$ cat src/rtl/mrf_acc_if.sv
// mrf_acc_if: beat-in / drain-out bundle for the multi-channel term accumulator.
// Carries the input beat handshake (in_valid/in_ready, count, mode, reg_data) and the
// drain handshake (out_valid/out_ready, reg_out, out_ch, out_last) plus the sticky err flag.
// The slave modport is the accumulator's view; the master modport is the producer/consumer view.
interface mrf_acc_if #(
    parameter int WORDWIDTH = 32,
    parameter int NUM1      = 5,
    parameter int CHANNEL   = 6
);
    localparam int CW = $clog2(CHANNEL * NUM1);
    localparam int KW = $clog2(CHANNEL);

    logic                 in_valid;
    logic                 in_ready;
    logic [CW-1:0]        count;
    logic                 mode;
    logic [WORDWIDTH-1:0] reg_data;
    logic                 out_valid;
    logic                 out_ready;
    logic [WORDWIDTH-1:0] reg_out;
    logic [KW-1:0]        out_ch;
    logic                 out_last;
    logic                 err;

    modport slave (
        input  in_valid, count, mode, reg_data, out_ready,
        output in_ready, out_valid, reg_out, out_ch, out_last, err
    );

    modport master (
        output in_valid, count, mode, reg_data, out_ready,
        input  in_ready, out_valid, reg_out, out_ch, out_last, err
    );
endinterface

$ cat src/rtl/mrf_acc.sv
// mrf_acc: CHANNEL registers built from NUM1 terms each (overwrite or signed accumulate), drained in order.
// Latency: a register update is visible one cycle after the accepting edge; drain starts the cycle after count==CHANNEL*NUM1-1.
// Backpressure: in_ready=0 for the whole drain; drain words hold stable while out_ready=0, no bubbles between words.
// Ports: clk, rst_n (async active-low), bus (mrf_acc_if.slave: input beats, drain words, sticky err).
// Optional: define MRF_ACC_SAT_EN to saturate accumulation to the signed range instead of wrapping.
module mrf_acc #(
    parameter int WORDWIDTH = 32,
    parameter int NUM1      = 5,
    parameter int CHANNEL   = 6
) (
    input  logic        clk,
    input  logic        rst_n,
    mrf_acc_if.slave    bus
);
    localparam int TOTAL = CHANNEL * NUM1;
    localparam int CW    = $clog2(TOTAL);
    localparam int KW    = $clog2(CHANNEL);
    localparam int WW    = WORDWIDTH;

    localparam logic [CW-1:0] LAST_CNT = CW'(TOTAL - 1);
    localparam logic [CW-1:0] NUM1_C   = CW'(NUM1);
    localparam logic [KW-1:0] LAST_K   = KW'(CHANNEL - 1);

    typedef enum logic {
        ACC   = 1'b0,
        DRAIN = 1'b1
    } state_t;

    state_t          state_q, state_d;
    logic [KW-1:0]   k_q, k_d;
    logic            rdy_q;    // holds in_ready low until the first edge after reset release
    logic            err_q;
    logic [WW-1:0]   regs_q [CHANNEL];

    logic            in_rdy;
    logic            accept;
    logic            in_range;
    logic [KW-1:0]   ch_idx;
    logic [CW-1:0]   term;
    logic            wr_en;
    logic [WW-1:0]   cur;
    logic [WW-1:0]   sum_w;
    logic [WW-1:0]   new_val;

    assign in_rdy   = (state_q == ACC) && rdy_q;
    assign accept   = bus.in_valid && in_rdy;
    assign in_range = (bus.count <= LAST_CNT);
    assign ch_idx   = KW'(bus.count / NUM1_C);
    assign term     = bus.count % NUM1_C;
    assign wr_en    = accept && in_range;
    assign cur      = regs_q[ch_idx];

`ifdef MRF_ACC_SAT_EN
    localparam logic [WW-1:0] SAT_MAX = {1'b0, {(WW-1){1'b1}}};
    localparam logic [WW-1:0] SAT_MIN = {1'b1, {(WW-1){1'b0}}};
    logic [WW:0] sum_ext;

    // One extra sign bit: overflow whenever the top two bits of the sum disagree.
    assign sum_ext = {cur[WW-1], cur} + {bus.reg_data[WW-1], bus.reg_data};
    always_comb begin
        sum_w = sum_ext[WW-1:0];
        if (sum_ext[WW] != sum_ext[WW-1]) begin
            sum_w = sum_ext[WW] ? SAT_MIN : SAT_MAX;
        end
    end
`else
    assign sum_w = cur + bus.reg_data;
`endif

    // Term 0 always starts a fresh sum, whatever the mode.
    assign new_val = ((term == '0) || !bus.mode) ? bus.reg_data : sum_w;

    // State register.
    always_ff @(posedge clk or negedge rst_n) begin
        if (!rst_n) begin
            state_q <= ACC;
            k_q     <= '0;
            rdy_q   <= 1'b0;
        end else begin
            state_q <= state_d;
            k_q     <= k_d;
            rdy_q   <= 1'b1;
        end
    end

    // Channel registers and sticky error.
    always_ff @(posedge clk or negedge rst_n) begin
        if (!rst_n) begin
            err_q <= 1'b0;
            for (int i = 0; i < CHANNEL; i++) begin
                regs_q[i] <= '0;
            end
        end else begin
            if (accept && !in_range) begin
                err_q <= 1'b1;
            end
            if (wr_en) begin
                regs_q[ch_idx] <= new_val;
            end
        end
    end

    // Next state and outputs.
    always_comb begin
        state_d       = state_q;
        k_d           = k_q;
        bus.in_ready  = in_rdy;
        bus.out_valid = 1'b0;
        bus.reg_out   = '0;
        bus.out_ch    = k_q;
        bus.out_last  = 1'b0;
        bus.err       = err_q;
        case (state_q)
            ACC: begin
                // An out-of-range count never matches LAST_CNT, so it cannot start a drain.
                if (accept && (bus.count == LAST_CNT)) begin
                    state_d = DRAIN;
                end
            end
            DRAIN: begin
                bus.out_valid = 1'b1;
                bus.reg_out   = regs_q[k_q];
                bus.out_last  = (k_q == LAST_K);
                if (bus.out_ready) begin
                    if (k_q == LAST_K) begin
                        state_d = ACC;
                        k_d     = '0;
                    end else begin
                        k_d = k_q + 1'b1;
                    end
                end
            end
            default: begin
                state_d = ACC;
                k_d     = '0;
            end
        endcase
    end
endmodule
$ cat src/flat_wrapper.sv
// flat-port wrapper written by rule: the top's interface ports become plain ports
module mrf_acc_flat 
#(
    parameter int WORDWIDTH = 32,
    parameter int NUM1      = 5,
    parameter int CHANNEL   = 6
)
  (clk, rst_n, bus_in_valid, bus_count, bus_mode, bus_reg_data, bus_out_ready, bus_in_ready, bus_out_valid, bus_reg_out, bus_out_ch, bus_out_last, bus_err);
  mrf_acc_if #(.WORDWIDTH(WORDWIDTH), .NUM1(NUM1), .CHANNEL(CHANNEL)) bus_i ();
  input  logic clk;
  input  logic rst_n;
  input wire logic [$bits(bus_i.in_valid)-1:0] bus_in_valid;
  input wire logic [$bits(bus_i.count)-1:0] bus_count;
  input wire logic [$bits(bus_i.mode)-1:0] bus_mode;
  input wire logic [$bits(bus_i.reg_data)-1:0] bus_reg_data;
  input wire logic [$bits(bus_i.out_ready)-1:0] bus_out_ready;
  output wire logic [$bits(bus_i.in_ready)-1:0] bus_in_ready;
  output wire logic [$bits(bus_i.out_valid)-1:0] bus_out_valid;
  output wire logic [$bits(bus_i.reg_out)-1:0] bus_reg_out;
  output wire logic [$bits(bus_i.out_ch)-1:0] bus_out_ch;
  output wire logic [$bits(bus_i.out_last)-1:0] bus_out_last;
  output wire logic [$bits(bus_i.err)-1:0] bus_err;
  assign bus_i.in_valid = bus_in_valid;
  assign bus_i.count = bus_count;
  assign bus_i.mode = bus_mode;
  assign bus_i.reg_data = bus_reg_data;
  assign bus_i.out_ready = bus_out_ready;
  assign bus_in_ready = bus_i.in_ready;
  assign bus_out_valid = bus_i.out_valid;
  assign bus_reg_out = bus_i.reg_out;
  assign bus_out_ch = bus_i.out_ch;
  assign bus_out_last = bus_i.out_last;
  assign bus_err = bus_i.err;
  mrf_acc #(.WORDWIDTH(WORDWIDTH), .NUM1(NUM1), .CHANNEL(CHANNEL)) u_core (.clk(clk), .rst_n(rst_n), .bus(bus_i));
endmodule
$ cat config.mk
export PLATFORM = sky130hd
export DESIGN_NAME = mrf_acc_flat
export DESIGN_NICKNAME = d
export VERILOG_FILES = /design/src/rtl/mrf_acc_if.sv /design/src/rtl/mrf_acc.sv /design/src/flat_wrapper.sv
export SDC_FILE = /design/constraint.sdc
export NUM_CORES = 1
export LEC_CHECK = 0
export ABC_AREA = 1
export CAP_MARGIN = 30
export CORE_MARGIN = 5
export CORE_UTILIZATION = 60
export DETAILED_ROUTE_END_ITERATION = 10
export GPL_ROUTABILITY_DRIVEN = 0
export PLACE_DENSITY_LB_ADDON = 0.2
export SYNTH_ARGS = -nofsm -noshare
export SYNTH_HDL_FRONTEND = slang
export SYNTH_SLANG_ARGS = --single-unit
$ cat constraint.sdc
create_clock -name clk -period 7.8 [get_ports clk]
set_clock_uncertainty 0.15 [all_clocks]
set_input_delay 0.78 -clock clk [delete_from_list [all_inputs] [get_ports clk]]
set_output_delay 0.78 -clock clk [all_outputs]
set_load 0.05 [all_outputs]
* After elaboration in Yosys (flattened, before gate mapping)
Cells that the tools add are included.
Storage, ports and cells: output and inout bits 39, input port bits 42, word-level logic and storage cells 52, flip-flop bits (word level) 198
Cells by class: bitwise gates (word level) 3, mux-type cells 18, equality and inequality tests 2, reduce and logical (&&, ||, !) cells 11, div/mod/pow operators 2, $lt $le $gt $ge 4, add/sub/neg operators 2
Operators by type and width (count):
- two-way mux 32 bit | 7
- binary-select mux 32 bit (select 3 bit) | 2
- bitwise mux 192 bit | 1
- demux 32 bit (select 3 bit) | 1
- adder 32 bit | 1
- greater-or-equal comparator 4 bit, second input constant | 2
- NOT 3 -> 4 bit | 2
- logical AND 1 bit | 6
- divider 5 x 3 -> 5 bit, second input constant | 1
- == test 5 bit, second input constant | 1
- less-or-equal comparator 5 bit, second input constant | 1
- zero test 5 bit | 1
- remainder unit 5 x 3 -> 5 bit, second input constant | 1
- two-way mux 1 bit | 5
- less-than comparator 4 x 1 -> 1 bit, second input constant | 1
- adder 3 x 1 -> 3 bit, second input constant | 1
- == test 3 bit, second input constant | 1
- two-way mux 3 bit | 1
- zero test 1 bit | 2
- case mux 1 bit (2 select lines) | 1
- AND reduction 2 bit | 1
- logical OR 1 bit | 1
- NOT 1 bit | 1

* Longest topological paths before layout
word-level depth 8, mapped depth 37, gate-level depth less buffers 35

* Worst setup path after synthesis
Ideal clock, no wire load.
path kind input-to-reg, from in bus_count[3], to reg u_core.regs_q[146] (netlist name), path slack 2.641 ns, setup time 0.135 ns, buffers on the path 3, stages on the path 35, data arrival time 4.875 ns, data required time 7.515 ns, cells stage by stage inv_1 -> ha_1 -> nand3_2 -> nand2_4 -> nand2_1 -> nand2_2 -> nand2_4 -> nand2_4 -> nand2_1 -> nand2_1 -> inv_2 -> nand2_2 -> nand3_4 -> buf_6 -> buf_6 -> buf_2 -> a21oi_1 -> o21ai_1 -> a211oi_1 -> ha_1 -> inv_1 -> fa_1 -> o21ai_0 -> nand2_1 -> nand2_1 -> nand2_1 -> nand2_1 -> nand2_1 -> nand2_1 -> a21oi_1 -> o21ai_0 -> a21oi_1 -> xnor2_1 -> mux2i_1 -> o21ai_0
On the way: word-level cells in the longest chain between the ends 8, elaborated cells on any way between the ends 18, classes of those cells 1 x add/sub; 2 x div; 3 x order compare; 7 x mux; 1 x bitwise; 4 x reduce/logical
RTL lines:
- from (decl) | line flat_wrapper.sv:13 | input wire logic [$bits(bus_i.count)-1:0] bus_count;
- divider 5 x 3 -> 5 bit | line mrf_acc.sv:48 | assign ch_idx = KW'(bus.count / NUM1_C);
- NOT 3 -> 4 bit (not written as such) | line mrf_acc.sv:51, mrf_acc.sv:98
- binary-select mux 32 bit (select 3 bit) | line mrf_acc.sv:51 | assign cur = regs_q[ch_idx];
- two-way mux 32 bit (not written as such) (2 in series) | line mrf_acc.sv:51
- adder 32 bit | line mrf_acc.sv:67 | assign sum_w = cur + bus.reg_data;
- two-way mux 32 bit | line mrf_acc.sv:71 | assign new_val = ((term == '0) || !bus.mode) ? bus.reg_data : sum_w;
- bitwise mux 192 bit | line mrf_acc.sv:98 | regs_q[ch_idx] <= new_val;
- to (signal, indexed assignment) | line mrf_acc.sv:98
- to (decl) | line mrf_acc.sv:33 | logic [WW-1:0] regs_q [CHANNEL];
Several ways; a longest one is shown, not always the timed one. The select of a mux whose other input is x is not followed. A chain may end at the register's enable or synchronous reset.

* Worst setup path in the final report
from in bus_count[3], to reg u_core.regs_q[159] (netlist name)
The elaborated chain is that of the path after synthesis.

==> summary.md <==
| Metric | Value |
|---|---|
| Maximum root-to-sink buffer count | 2 |
| Post-CTS Resized | 0 |
| Die X-Extent | 155 um |
| CTS tree | done |
| Final period util | 83.5% |
| Routed vias | ~13000 |
| Largest net degree at the start of global routing | 98 |
| Post-CTS Setup Inserts | 0 |
| Setup TNS | 0 ns |
| Port bufs | 80 |
| Post-DP HPWL | 24.8 mm |
| Initial Util | 60.3% |
| GRT Util Overall | 32.7% |
| Crit path max-delay cell type | clkdlybuf4s50_1 |
| FP Rows | 53 |
| Hold WC Path Type | in2async |
| Setup slack after layout | 1.28 ns |
| Worst Path Max Fanout | 97 |
| Clock Tree Root | clkbuf_16 |
| Final Hold Viols | 0 |
| Routed Antenna Nets | 0 |
| Async set or reset register ratio after synthesis | 100% |
| Die area | 23900 um2 |
| Worst setup EP type | flop |
| First-pass GRT wire length | 62.8 mm |
| Top cells by area, synth | dfrtp_1 (39%), nand2_1 (12%), o21ai_0 (9.4%) |
| Cell area after synthesis | about 13000 um2 |
| I/O Pins | 81 |
| # clock sinks | 198 |
| Vias in the first global route | 12173 |
| Yosys warns | 0 |
| Syn avg cell area | 7.27 um2 |
| Initial antenna violation count | 0 |
| Sequential element share of the synthesized area | ~39% |
| # DRC | 0 |
| Fin util | around 68% |
| Pleak | between 6 and 7 nW |
| Drt pass-1 iters | 5 |
| Pwr dens | 370 nW/um2 |
| Setup Viol. Count Final | 0 |
| Total power | 5.24 mW |
| Mapped Nets | around 1800 |
| Total routed wirelength | 39.2 mm |
| Antenna cells | 0 |
| Die height | roughly 150 um |
| H-Tree Level Count | 4 |
| RSZ-0062 raised after global routing | false |
| Mapped Cells | about 1700 |
| Worst Path Arrival | between 6 and 7 ns |
| Clock-pin slew on the worst setup and hold paths | around 0.080 ns |
| Max-Cap Viols | 0 |
| Share of the synthesized area in the top cell type | about two fifths |
| Total Nets Final | ~1800 |
| Fillers | about 1800 |
| CTS Buf Count | 17 |
| Max VDD drop | 0.201 mV |
| P&R area growth vs syn | 12.7% |
| Fraction of layout cells with a size suffix above 1 | 6.17% |
| Status | finished, final reports clean |
| Ys flop type | dfrtp_1 |
| Slew Limit Fails | 0 |
| CP Launch Type | input pin |
| Post-synth cell types | 44 |
| Placement Setup Slack | ~0.96 ns |
| # hold bufs at CTS | 0 |
| Initial DRC count | 1364 |
| Yosys top cell by area | dfrtp_1 |
| CP max stage delay | 0.56 ns |
| Reg2reg setup slack | 3.93 ns |
| Rel. slew slack | 37.0% |
| Min Tclk post-route | 6.52 ns |
| FF+latch count, synth | 198 |
| Core area | 20800 um2 |
| Avg WL per Cell | slightly below 20 um |
| EDFF count, synth | 0 |
| Tightest Pin Transition | approximately 0.94 ns |
| Crit path required time | approximately 8 ns |
| Crit Path Category | in2reg |
| Worst-Skew Late Latency | 0.44 ns |
| Highest clock rate | ~150 MHz |
| Vias per cell | 6.22 |
| CP dominant cell by count | nand2_1 |
| Grt total ovfl | 0 |
[per-stage QoR]
step	cells	hold slack (ns)	area, um2
floorplan	1726	0.299	12500
global placement	1989	0.305	13400
detailed placement	1994	0.311	13500
CTS	2025	0.105	14100
global route	2025	0.118	14100
finish	2025	0.0991	14100
[synthesized netlist by cell type, types with 2 or more instances]
library cell	number
nand2_1	387
o21ai_0	236
dfrtp_1	198
a21oi_1	186
inv_1	158
o21ai_1	132
clkbuf_1	89
nand3_1	51
ha_1	36
nor2_1	35
a31oi_1	34
a211oi_1	30
o21ai_2	19
o211ai_1	15
xnor2_1	15
buf_2	11
nand4_1	11
xor2_1	9
nor3_1	7
o21a_1	6
inv_2	5
nand3_2	5
o22ai_1	5
buf_1	4
buf_6	4
mux2i_1	4
buf_4	3
nand2_2	3
nand2_4	3
or2_0	3
a21o_1	2
a21oi_2	2
a221oi_1	2
clkinv_1	2
nor2_2	2
nor3b_1	2
nor4_1	2
or2_2	2
[path summary, 6_finish.rpt]
kind	start	endpoint	depth (start not counted)
min in group clk	u_core.bus.err	u_core.bus.err	1
max	bus_count[3]	u_core.regs_q[159]	31
min reg2reg	u_core.bus.err	u_core.bus.err	1
max in group asynchronous	rst_n	u_core.regs_q[142]	2
min	rst_n	u_core.bus.out_ch[1]	1
max reg2reg	u_core.regs_q[96]	u_core.regs_q[178]	20
[state kept, by name, indices dropped and copies added (netlist names)]
signal	count
u_core.regs_q	192
u_core.bus.out_ch	3
u_core.state_q	1
u_core.bus.err	1
u_core.rdy_q	1
[layout by cell type, fill, tap and decap left out, types with 19 or more instances in the layout]
master | synthesis | final
clkdlybuf4s50_1 | 0 | 79
o21ai_0 | 236 | 236
nand3_1 | 51 | 51
dfrtp_1 | 198 | 197
nor2_1 | 35 | 33
inv_1 | 158 | 157
a21oi_1 | 186 | 186
ha_1 | 36 | 36
a211oi_1 | 30 | 30
o21ai_1 | 132 | 132
a31oi_1 | 34 | 34
o21ai_2 | 19 | 19
nand2_1 | 387 | 382
[per-layer routing]
| layer | wire, um | GRT usage [%] |
|---|---|---|
| met3 | 3800 | 6.13 |
| met4 | 2140 | 18.9 |
| met1 | 15600 | 43.0 |
| met5 | 0 | 0 |
| met2 | 17600 | 50.9 |
[critical path, delay by kind of cell]
family                     cells  cell delay (ns)
adders and majority gates      2             0.56
and+or+nand+nor               17             2.28
AOI/OAI and AO/OA              7             1.67
buffers and inverters          5             1.38
[power by group]
group          internal, mW  switching, mW
sequential             1.52          0.331
clock                 0.519          0.423
combinational         0.819           1.63
[cell families (layout without fill, tap and decap cells)]
family                   Yosys count  in the layout  share of synthesized area, %
multiplexers                       4              4                         0.319
flip-flops                       198            198                          39.5
AO/OA/AOI/OAI                    671            671                          29.0
buffers and inverters            276            300                          8.70
XOR/XNOR                          24             24                          1.68
adder cells (fa/ha/maj)           37             37                          3.75
other                              1              1                        0.0299
AND/OR/NAND/NOR                  515            515                          17.1
[final cells by class]
cell class	instances	area (um2)	area share (%)
Clock buffer	19	443	3.13
Clock inverter	12	169	1.19
Inverter	165	619	4.38
Multi-Input combinational cell	1252	6520	46.1
Sequential cell	198	4960	35.1
Tap cell	275	344	2.43
Timing Repair Buffer	104	1090	7.69
Power figures use the tool's default switching activity.
